## config.mk

```make
export PLATFORM = sky130hd
export DESIGN_NAME = falu_cnv_sched
export DESIGN_NICKNAME = d
export VERILOG_FILES = /design/src/rtl/falu_cnv_sched.sv
export SDC_FILE = /design/constraint.sdc
export NUM_CORES = 1
export LEC_CHECK = 0
export ABC_CLOCK_PERIOD_IN_PS = 11200
export BUFFER_PORTS_ARGS = -buffer_cell sky130_fd_sc_hd__clkbuf_2
export CAP_MARGIN = 5
export CELL_PAD_IN_SITES_DETAIL_PLACEMENT = 0
export CELL_PAD_IN_SITES_GLOBAL_PLACEMENT = 1
export CORE_AREA = 2 2 224 226
export DETAILED_ROUTE_END_ITERATION = 16
export DIE_AREA = 0 0 226 228
export GPL_TIMING_DRIVEN = 0
export PLACE_DENSITY_LB_ADDON = 0.3
export SLEW_MARGIN = 20
export SYNTH_ARGS = -nofsm -noshare
export SYNTH_HDL_FRONTEND = slang
export SYNTH_SLANG_ARGS = --single-unit
```

## constraint.sdc

```tcl
create_clock -name clk_i -period 11.2 [get_ports clk_i]
set_input_delay 2.24 -clock clk_i [delete_from_list [all_inputs] [get_ports clk_i]]
set_output_delay 2.24 -clock clk_i [all_outputs]
set_load 0.01 [all_outputs]
```

## src/rtl/falu_cnv_sched.sv

```systemverilog
// rtl/falu_cnv_sched.sv - round-robin issue scheduler and LAT-stage result pipeline for the FALU_CNV unit
module falu_cnv_sched #(
  parameter int TAG_W = 6,
  parameter int LAT   = 2
) (
  input  logic             clk_i,
  input  logic             rst_i,
  input  logic             flush_i,
  input  logic             req0_valid_i,
  output logic             req0_ready_o,
  input  logic [63:0]      req0_op1_i,
  input  logic [63:0]      req0_op2_i,
  input  logic [2:0]       req0_rm_i,
  input  logic             req0_dbl_i,
  input  logic             req0_word_i,
  input  logic [2:0]       req0_subop_i,
  input  logic [TAG_W-1:0] req0_tag_i,
  input  logic             req1_valid_i,
  output logic             req1_ready_o,
  input  logic [63:0]      req1_op1_i,
  input  logic [63:0]      req1_op2_i,
  input  logic [2:0]       req1_rm_i,
  input  logic             req1_dbl_i,
  input  logic             req1_word_i,
  input  logic [2:0]       req1_subop_i,
  input  logic [TAG_W-1:0] req1_tag_i,
  output logic [63:0]      cnv_in1_o,
  output logic [63:0]      cnv_in2_o,
  output logic [2:0]       cnv_rm_o,
  output logic             cnv_dbl_o,
  output logic             cnv_word_o,
  output logic [2:0]       cnv_subop_o,
  input  logic [63:0]      cnv_out_i,
  input  logic             cnv_nv_i,
  input  logic             cnv_of_i,
  input  logic             cnv_uf_i,
  input  logic             cnv_nx_i,
  output logic             res_valid_o,
  input  logic             res_ready_i,
  output logic [63:0]      res_data_o,
  output logic [4:0]       res_flags_o,
  output logic [TAG_W-1:0] res_tag_o,
  output logic             res_src_o,
  output logic             busy_o,
  output logic [4:0]       fflags_acc_o,
  input  logic             fflags_clr_i
);

  logic             ptr_q, ptr_d;
  logic [4:0]       acc_q, acc_d;
  logic             s1_v_q;
  logic [63:0]      s1_op1_q, s1_op2_q;
  logic [2:0]       s1_rm_q, s1_subop_q;
  logic             s1_dbl_q, s1_word_q, s1_src_q;
  logic [TAG_W-1:0] s1_tag_q;

  logic [LAT:2]     v_q;
  logic [63:0]      data_q  [LAT:2];
  logic [4:0]       flags_q [LAT:2];
  logic [TAG_W-1:0] tag_q   [LAT:2];
  logic             src_q   [LAT:2];

  logic stall, open, grant0, grant1, accept, res_hs;

  assign stall  = v_q[LAT] & ~res_ready_i;
  // Slot 1 wins only when slot 0 is idle or the pointer favours it.
  assign grant1 = req1_valid_i & (~req0_valid_i | ptr_q);
  assign grant0 = req0_valid_i & ~grant1;
  assign open   = ~stall & ~flush_i & ~rst_i;
  assign req0_ready_o = grant0 & open;
  assign req1_ready_o = grant1 & open;
  assign accept = req0_ready_o | req1_ready_o;
  assign res_hs = v_q[LAT] & res_ready_i;

  always_comb begin
    ptr_d = ptr_q;
    acc_d = acc_q;
    if (accept) ptr_d = ~req1_ready_o;
    if (fflags_clr_i) acc_d = res_hs ? flags_q[LAT] : 5'd0;
    else if (res_hs)  acc_d = acc_q | flags_q[LAT];
  end

  always_ff @(posedge clk_i or posedge rst_i) begin
    if (rst_i) begin
      ptr_q      <= 1'b0;
      acc_q      <= 5'd0;
      s1_v_q     <= 1'b0;
      s1_op1_q   <= 64'd0;
      s1_op2_q   <= 64'd0;
      s1_rm_q    <= 3'd0;
      s1_subop_q <= 3'd0;
      s1_dbl_q   <= 1'b0;
      s1_word_q  <= 1'b0;
      s1_src_q   <= 1'b0;
      s1_tag_q   <= '0;
    end else begin
      ptr_q <= ptr_d;
      acc_q <= acc_d;
      if (flush_i)     s1_v_q <= 1'b0;
      else if (!stall) s1_v_q <= accept;
      if (accept) begin
        s1_op1_q   <= req1_ready_o ? req1_op1_i   : req0_op1_i;
        s1_op2_q   <= req1_ready_o ? req1_op2_i   : req0_op2_i;
        s1_rm_q    <= req1_ready_o ? req1_rm_i    : req0_rm_i;
        s1_subop_q <= req1_ready_o ? req1_subop_i : req0_subop_i;
        s1_dbl_q   <= req1_ready_o ? req1_dbl_i   : req0_dbl_i;
        s1_word_q  <= req1_ready_o ? req1_word_i  : req0_word_i;
        s1_tag_q   <= req1_ready_o ? req1_tag_i   : req0_tag_i;
        s1_src_q   <= req1_ready_o;
      end
    end
  end

  // Stage 2 samples the combinational unit; later stages only retime.
  always_ff @(posedge clk_i or posedge rst_i) begin
    if (rst_i) begin
      v_q <= '0;
      for (int k = 2; k <= LAT; k++) begin
        data_q[k]  <= 64'd0;
        flags_q[k] <= 5'd0;
        tag_q[k]   <= '0;
        src_q[k]   <= 1'b0;
      end
    end else begin
      if (flush_i) begin
        v_q <= '0;
      end else if (!stall) begin
        v_q[2] <= s1_v_q;
        for (int k = 3; k <= LAT; k++) v_q[k] <= v_q[k-1];
      end
      if (!stall) begin
        data_q[2]  <= cnv_out_i;
        flags_q[2] <= {cnv_nv_i, 1'b0, cnv_of_i, cnv_uf_i, cnv_nx_i};
        tag_q[2]   <= s1_tag_q;
        src_q[2]   <= s1_src_q;
        for (int k = 3; k <= LAT; k++) begin
          data_q[k]  <= data_q[k-1];
          flags_q[k] <= flags_q[k-1];
          tag_q[k]   <= tag_q[k-1];
          src_q[k]   <= src_q[k-1];
        end
      end
    end
  end

  assign cnv_in1_o    = s1_op1_q;
  assign cnv_in2_o    = s1_op2_q;
  assign cnv_rm_o     = s1_rm_q;
  assign cnv_dbl_o    = s1_dbl_q;
  assign cnv_word_o   = s1_word_q;
  assign cnv_subop_o  = s1_subop_q;
  assign res_valid_o  = v_q[LAT];
  assign res_data_o   = data_q[LAT];
  assign res_flags_o  = flags_q[LAT];
  assign res_tag_o    = tag_q[LAT];
  assign res_src_o    = src_q[LAT];
  assign busy_o       = s1_v_q | (|v_q);
  assign fflags_acc_o = acc_q;

endmodule

```

==> impl_metrics.xml <==
<?xml version="1.0" encoding="UTF-8"?>
<metrics>
  <group name="status">
    <metric name="status" unit="">finished clean</metric>
  </group>
  <group name="synthesis">
    <metric name="yosysWarnings" unit="">0</metric>
    <metric name="netlist.top_cell.by_area" unit="">sky130_fd_sc_hd__dfrtp_1</metric>
    <metric name="synthesized_instance_count" unit="">869</metric>
    <metric name="synth.cell_area" unit="mm^2">0.00960</metric>
    <metric name="xor_and_xnor_fraction_of_the_mapped_netlist_area" unit="">0</metric>
    <metric name="syn-mean-instance-area" unit="um^2">11.1</metric>
    <metric name="synth_top_area_frac" unit="">0.586</metric>
    <metric name="ys_ff_latch" unit="">225</metric>
    <metric name="yosys.area_share.adder" unit="">0</metric>
    <metric name="main_combinational_cell_family_by_area_after_synthesis" unit="">compound AO/OA/AOI/OAI gates</metric>
    <metric name="synth_simple_gate_area_share" unit="">0.0998</metric>
    <metric name="yosys.cell_types.count" unit="">26</metric>
    <metric name="seq_area_frac_synth" unit="">0.586</metric>
    <metric name="synth_compound_gate_area_share" unit="">0.266</metric>
    <metric name="synth.area.mux_share" unit="">0</metric>
    <metric name="synth.area.top_cells" unit="">sky130_fd_sc_hd__dfrtp_1, sky130_fd_sc_hd__a2bb2oi_1, sky130_fd_sc_hd__o32ai_1, sky130_fd_sc_hd__nand2_1, sky130_fd_sc_hd__clkbuf_1</metric>
  </group>
  <group name="hold_path">
    <metric name="min_delay_path_depth" unit="">2</metric>
    <metric name="hold_path_end" unit="">res_tag_o[4]$_DFFE_PP0N_</metric>
    <metric name="hold_class" unit="">flip-flop to flip-flop</metric>
    <metric name="hp-start" unit="">res_tag_o[4]$_DFFE_PP0N_</metric>
  </group>
  <group name="timing">
    <metric name="worstMarginPinSlew" unit="ns">0.995</metric>
    <metric name="final.setup_skew" unit="ns">0.00578</metric>
    <metric name="final-setup-viol-count" unit="">0</metric>
    <metric name="finalHoldViolCount" unit="">0</metric>
    <metric name="min_period" unit="ns">5.85</metric>
    <metric name="slew_headroom" unit="">0.337</metric>
    <metric name="finalCritPeriodShare" unit="">0.522</metric>
    <metric name="timing.hold.ws" unit="ns">0.466</metric>
    <metric name="slew_viol_final" unit="">0</metric>
    <metric name="achievable_frequency" unit="MHz">171</metric>
    <metric name="grt_setup_unrepaired" unit="">false</metric>
    <metric name="final.setup.worst_slack" unit="ns">5.35</metric>
  </group>
  <group name="layout">
    <metric name="layout.cells.non_filler" unit="">2179</metric>
    <metric name="final_net_count" unit="">1838</metric>
    <metric name="area_growth" unit="%">49.3</metric>
    <metric name="layout.filler_cells" unit="">5316</metric>
    <metric name="final_cell_area" unit="mm^2">0.0143</metric>
    <metric name="multi_input_combinational_cell_area" unit="mm^2">0.00352</metric>
    <metric name="layout-drive-gt1-share" unit="">0.440</metric>
    <metric name="area.sequential" unit="mm^2">0.00563</metric>
  </group>
  <group name="placement">
    <metric name="numPortBuffers" unit="">577</metric>
    <metric name="place.gp.congestion" unit="">0.887</metric>
    <metric name="dpl-instance-area" unit="mm^2">0.0134</metric>
    <metric name="post-place-ws" unit="ns">5.26</metric>
    <metric name="hpwlAfterDp" unit="mm">35.9</metric>
    <metric name="placed_instance_count" unit="">2121</metric>
  </group>
  <group name="worst_setup_path">
    <metric name="start_kind" unit="">primary input</metric>
    <metric name="rrSetupSlack" unit="ns">8.77</metric>
    <metric name="timing.critical_path.required" unit="ns">8.96</metric>
    <metric name="critical_path.endpoint_type" unit="">primary output</metric>
    <metric name="cp.arrival" unit="ns">3.61</metric>
    <metric name="r2r-start" unit="">ptr_q$_DFFE_PP0P_</metric>
    <metric name="r2r.worst_path.cells" unit="">6</metric>
    <metric name="rr_endpoint" unit="">cnv_in1_o[7]$_DFFE_PP0P_</metric>
    <metric name="worst-setup-path-type" unit="">primary input to primary output</metric>
    <metric name="crit_fanout" unit="">10</metric>
  </group>
  <group name="clock_tree">
    <metric name="postCtsSetupBuffers" unit="">0</metric>
    <metric name="cts-hold-fix-buffers" unit="">0</metric>
    <metric name="clkTransAtPathRegs" unit="ns">0.05</metric>
    <metric name="cts_tree" unit="">done</metric>
    <metric name="clock_tree.root_cell" unit="">sky130_fd_sc_hd__clkbuf_16</metric>
    <metric name="htreeDepth" unit="">1</metric>
    <metric name="cts.path.max_buffers" unit="">3</metric>
    <metric name="clock_sinks" unit="">225</metric>
    <metric name="clk_latency" unit="ns">0.55</metric>
    <metric name="cts_inserted_buffers" unit="">28</metric>
    <metric name="cts.repair.resized" unit="">0</metric>
  </group>
  <group name="global_route">
    <metric name="grt_pass1_vias" unit="">10200</metric>
    <metric name="largest_net_degree_at_the_start_of_global_routing" unit="">98</metric>
    <metric name="grt.overflow.total" unit="">0</metric>
    <metric name="gr-usage-all-layers" unit="">0.168</metric>
    <metric name="grt_pass1_wl" unit="mm">64.8</metric>
    <metric name="antenna_found_initial" unit="">19</metric>
  </group>
  <group name="routing">
    <metric name="postRouteWirelength" unit="mm">45.4</metric>
    <metric name="dr.first_iter.drc_count" unit="">456</metric>
    <metric name="routed-via-count" unit="">9752</metric>
    <metric name="drc" unit="">0</metric>
    <metric name="wl_per_cell" unit="um">20.8</metric>
    <metric name="detailedRoute.firstPassIterationCount" unit="">4</metric>
    <metric name="final_antenna_net_count" unit="">0</metric>
    <metric name="drt-vias-per-instance" unit="">4.48</metric>
  </group>
  <group name="floorplan">
    <metric name="dieHeight" unit="um">228</metric>
    <metric name="initial_core_util" unit="">0.195</metric>
    <metric name="floorplan.core_area" unit="mm^2">0.0493</metric>
    <metric name="die_w" unit="um">226</metric>
    <metric name="floorplan.die_area" unit="mm^2">0.0515</metric>
    <metric name="placementRows" unit="">82</metric>
    <metric name="io_pins" unit="">580</metric>
  </group>
  <group name="pwr">
    <metric name="power.leakage" unit="nW">6.93</metric>
    <metric name="cellPowerDensity" unit="mW/mm^2">177</metric>
    <metric name="ir_drop" unit="V">0.000132</metric>
  </group>
  <group name="job">
    <metric name="max_cap_viol_count" unit="">0</metric>
  </group>
</metrics>
final cells by class:
cell class	instances	share of cell area
multi-input cells	541	0.245
flip-flops and latches	225	0.393
well taps	672	0.0586
plain buffers	97	0.0300
clock buffers	44	0.0608
clock inverters	4	0.00314
inverters	7	0.00236
diodes	10	0.00175
repair buffers	579	0.205
how the worst max path moves through the flow:
| stage | from | end | slack (ns) |
|---|---|---|---|
| finish | req0_valid_i | req0_ready_o | 5.35 |
| global route | req0_valid_i | req0_ready_o | 5.22 |
| CTS | req0_valid_i | req0_ready_o | 5.27 |
| detailed placement | req0_valid_i | req0_ready_o | 5.26 |
| global placement | rst_i | cnv_in2_o[33]$_DFFE_PP0P_ | -0.36 |
| floorplan | rst_i | cnv_dbl_o$_DFFE_PP0P_ | 2.80 |
routing by layer:
layer | vias to the layer above | track usage | part of all wire
met5 | - | 0 | 0.0017
met1 | 4682 | 0.180 | 0.37
met4 | 12 | 0.0652 | 0.039
li1 | 4530 | - | -
met3 | 80 | 0.0659 | 0.10
met2 | 448 | 0.296 | 0.49
cells in the mapped netlist:
| master | instances |
|---|---|
| sky130_fd_sc_hd__buf_1 | 13 |
| sky130_fd_sc_hd__o31ai_1 | 1 |
| sky130_fd_sc_hd__o32ai_1 | 142 |
| sky130_fd_sc_hd__inv_2 | 1 |
| sky130_fd_sc_hd__buf_4 | 11 |
| sky130_fd_sc_hd__nand2_1 | 225 |
| sky130_fd_sc_hd__conb_1 | 1 |
| sky130_fd_sc_hd__nor2_1 | 5 |
| sky130_fd_sc_hd__dfrtp_1 | 225 |
| sky130_fd_sc_hd__inv_1 | 6 |
| sky130_fd_sc_hd__o21ai_0 | 7 |
| sky130_fd_sc_hd__clkbuf_1 | 53 |
| sky130_fd_sc_hd__buf_2 | 20 |
| sky130_fd_sc_hd__o221ai_1 | 1 |
| sky130_fd_sc_hd__or3_1 | 1 |
| sky130_fd_sc_hd__or2_1 | 1 |
| sky130_fd_sc_hd__nand2b_1 | 3 |
| sky130_fd_sc_hd__a21oi_1 | 1 |
| sky130_fd_sc_hd__or2_2 | 1 |
| sky130_fd_sc_hd__nor2b_1 | 1 |
| sky130_fd_sc_hd__nor2b_2 | 1 |
| sky130_fd_sc_hd__nor2_2 | 1 |
| sky130_fd_sc_hd__nor3_4 | 1 |
| sky130_fd_sc_hd__nand3_1 | 4 |
| sky130_fd_sc_hd__a21bo_2 | 1 |
| sky130_fd_sc_hd__a2bb2oi_1 | 142 |
worst max-delay path, stage by stage:
cell and delay, ns:
sky130_fd_sc_hd__clkbuf_2 0.13, sky130_fd_sc_hd__a21bo_2 0.19, sky130_fd_sc_hd__buf_2 0.25, sky130_fd_sc_hd__clkbuf_1 0.53
sky130_fd_sc_hd__nor2_1 0.09, sky130_fd_sc_hd__clkbuf_2 0.17
through the flow:
stage	TNS [ns]	util	total power [mW]
floorplan	0	-	1.33
global placement	-73.16	0.270	1.65
detailed placement	0	0.271	1.65
CTS	0	0.290	2.57
global route	0	0.291	2.66
finish	0	0.291	2.53
placed cells by master (no fill, tap or decap):
cell	netlist	final
sky130_fd_sc_hd__a21bo_2	1	1
sky130_fd_sc_hd__a21oi_1	1	1
sky130_fd_sc_hd__a2bb2oi_1	142	142
sky130_fd_sc_hd__buf_1	13	13
sky130_fd_sc_hd__buf_16	0	2
sky130_fd_sc_hd__buf_2	20	20
sky130_fd_sc_hd__buf_4	11	11
sky130_fd_sc_hd__bufinv_16	0	1
sky130_fd_sc_hd__clkbuf_1	53	59
sky130_fd_sc_hd__clkbuf_16	0	29
sky130_fd_sc_hd__clkbuf_2	0	577
sky130_fd_sc_hd__clkbuf_8	0	9
sky130_fd_sc_hd__clkinv_2	0	3
sky130_fd_sc_hd__conb_1	1	2
sky130_fd_sc_hd__dfrtp_1	225	225
sky130_fd_sc_hd__diode_2	0	10
sky130_fd_sc_hd__inv_1	6	5
sky130_fd_sc_hd__inv_2	1	1
sky130_fd_sc_hd__inv_8	0	1
sky130_fd_sc_hd__nand2_1	225	225
sky130_fd_sc_hd__nand2b_1	3	3
sky130_fd_sc_hd__nand3_1	4	4
sky130_fd_sc_hd__nor2_1	5	5
sky130_fd_sc_hd__nor2_2	1	1
sky130_fd_sc_hd__nor2b_1	1	1
sky130_fd_sc_hd__nor2b_2	1	1
sky130_fd_sc_hd__nor3_4	1	1
sky130_fd_sc_hd__o21ai_0	7	7
sky130_fd_sc_hd__o221ai_1	1	1
sky130_fd_sc_hd__o31ai_1	1	1
sky130_fd_sc_hd__o32ai_1	142	142
sky130_fd_sc_hd__or2_1	1	1
sky130_fd_sc_hd__or2_2	1	1
sky130_fd_sc_hd__or3_1	1	1
power by group:
group | total [mW] | leakage (nW) | switching, mW | internal (mW)
clock network | 0.904 | 0.455 | 0.354 | 0.550
registers | 1.02 | 2.52 | 0.0773 | 0.942
logic | 0.610 | 3.96 | 0.339 | 0.271
logic make-up (layout without fill, tap and decap cells):
family,count (synthesis),after routing
and+or+nand+nor,244,244
buffers and inverters,104,731
AOI/OAI and AO/OA,295,295
DFF,225,225
other,1,12
registers in the layout, indices dropped and copies added (netlist names), 3 cells and up:
| signal | cells |
|---|---|
| cnv_in1_o | 64 |
| cnv_subop_o | 3 |
| cnv_in2_o | 64 |
| res_flags_o | 4 |
| fflags_acc_o | 4 |
| res_tag_o | 6 |
| cnv_rm_o | 3 |
| res_data_o | 64 |
| s1_tag_q | 6 |
No activity file was read; power rests on OpenSTA's default activity.
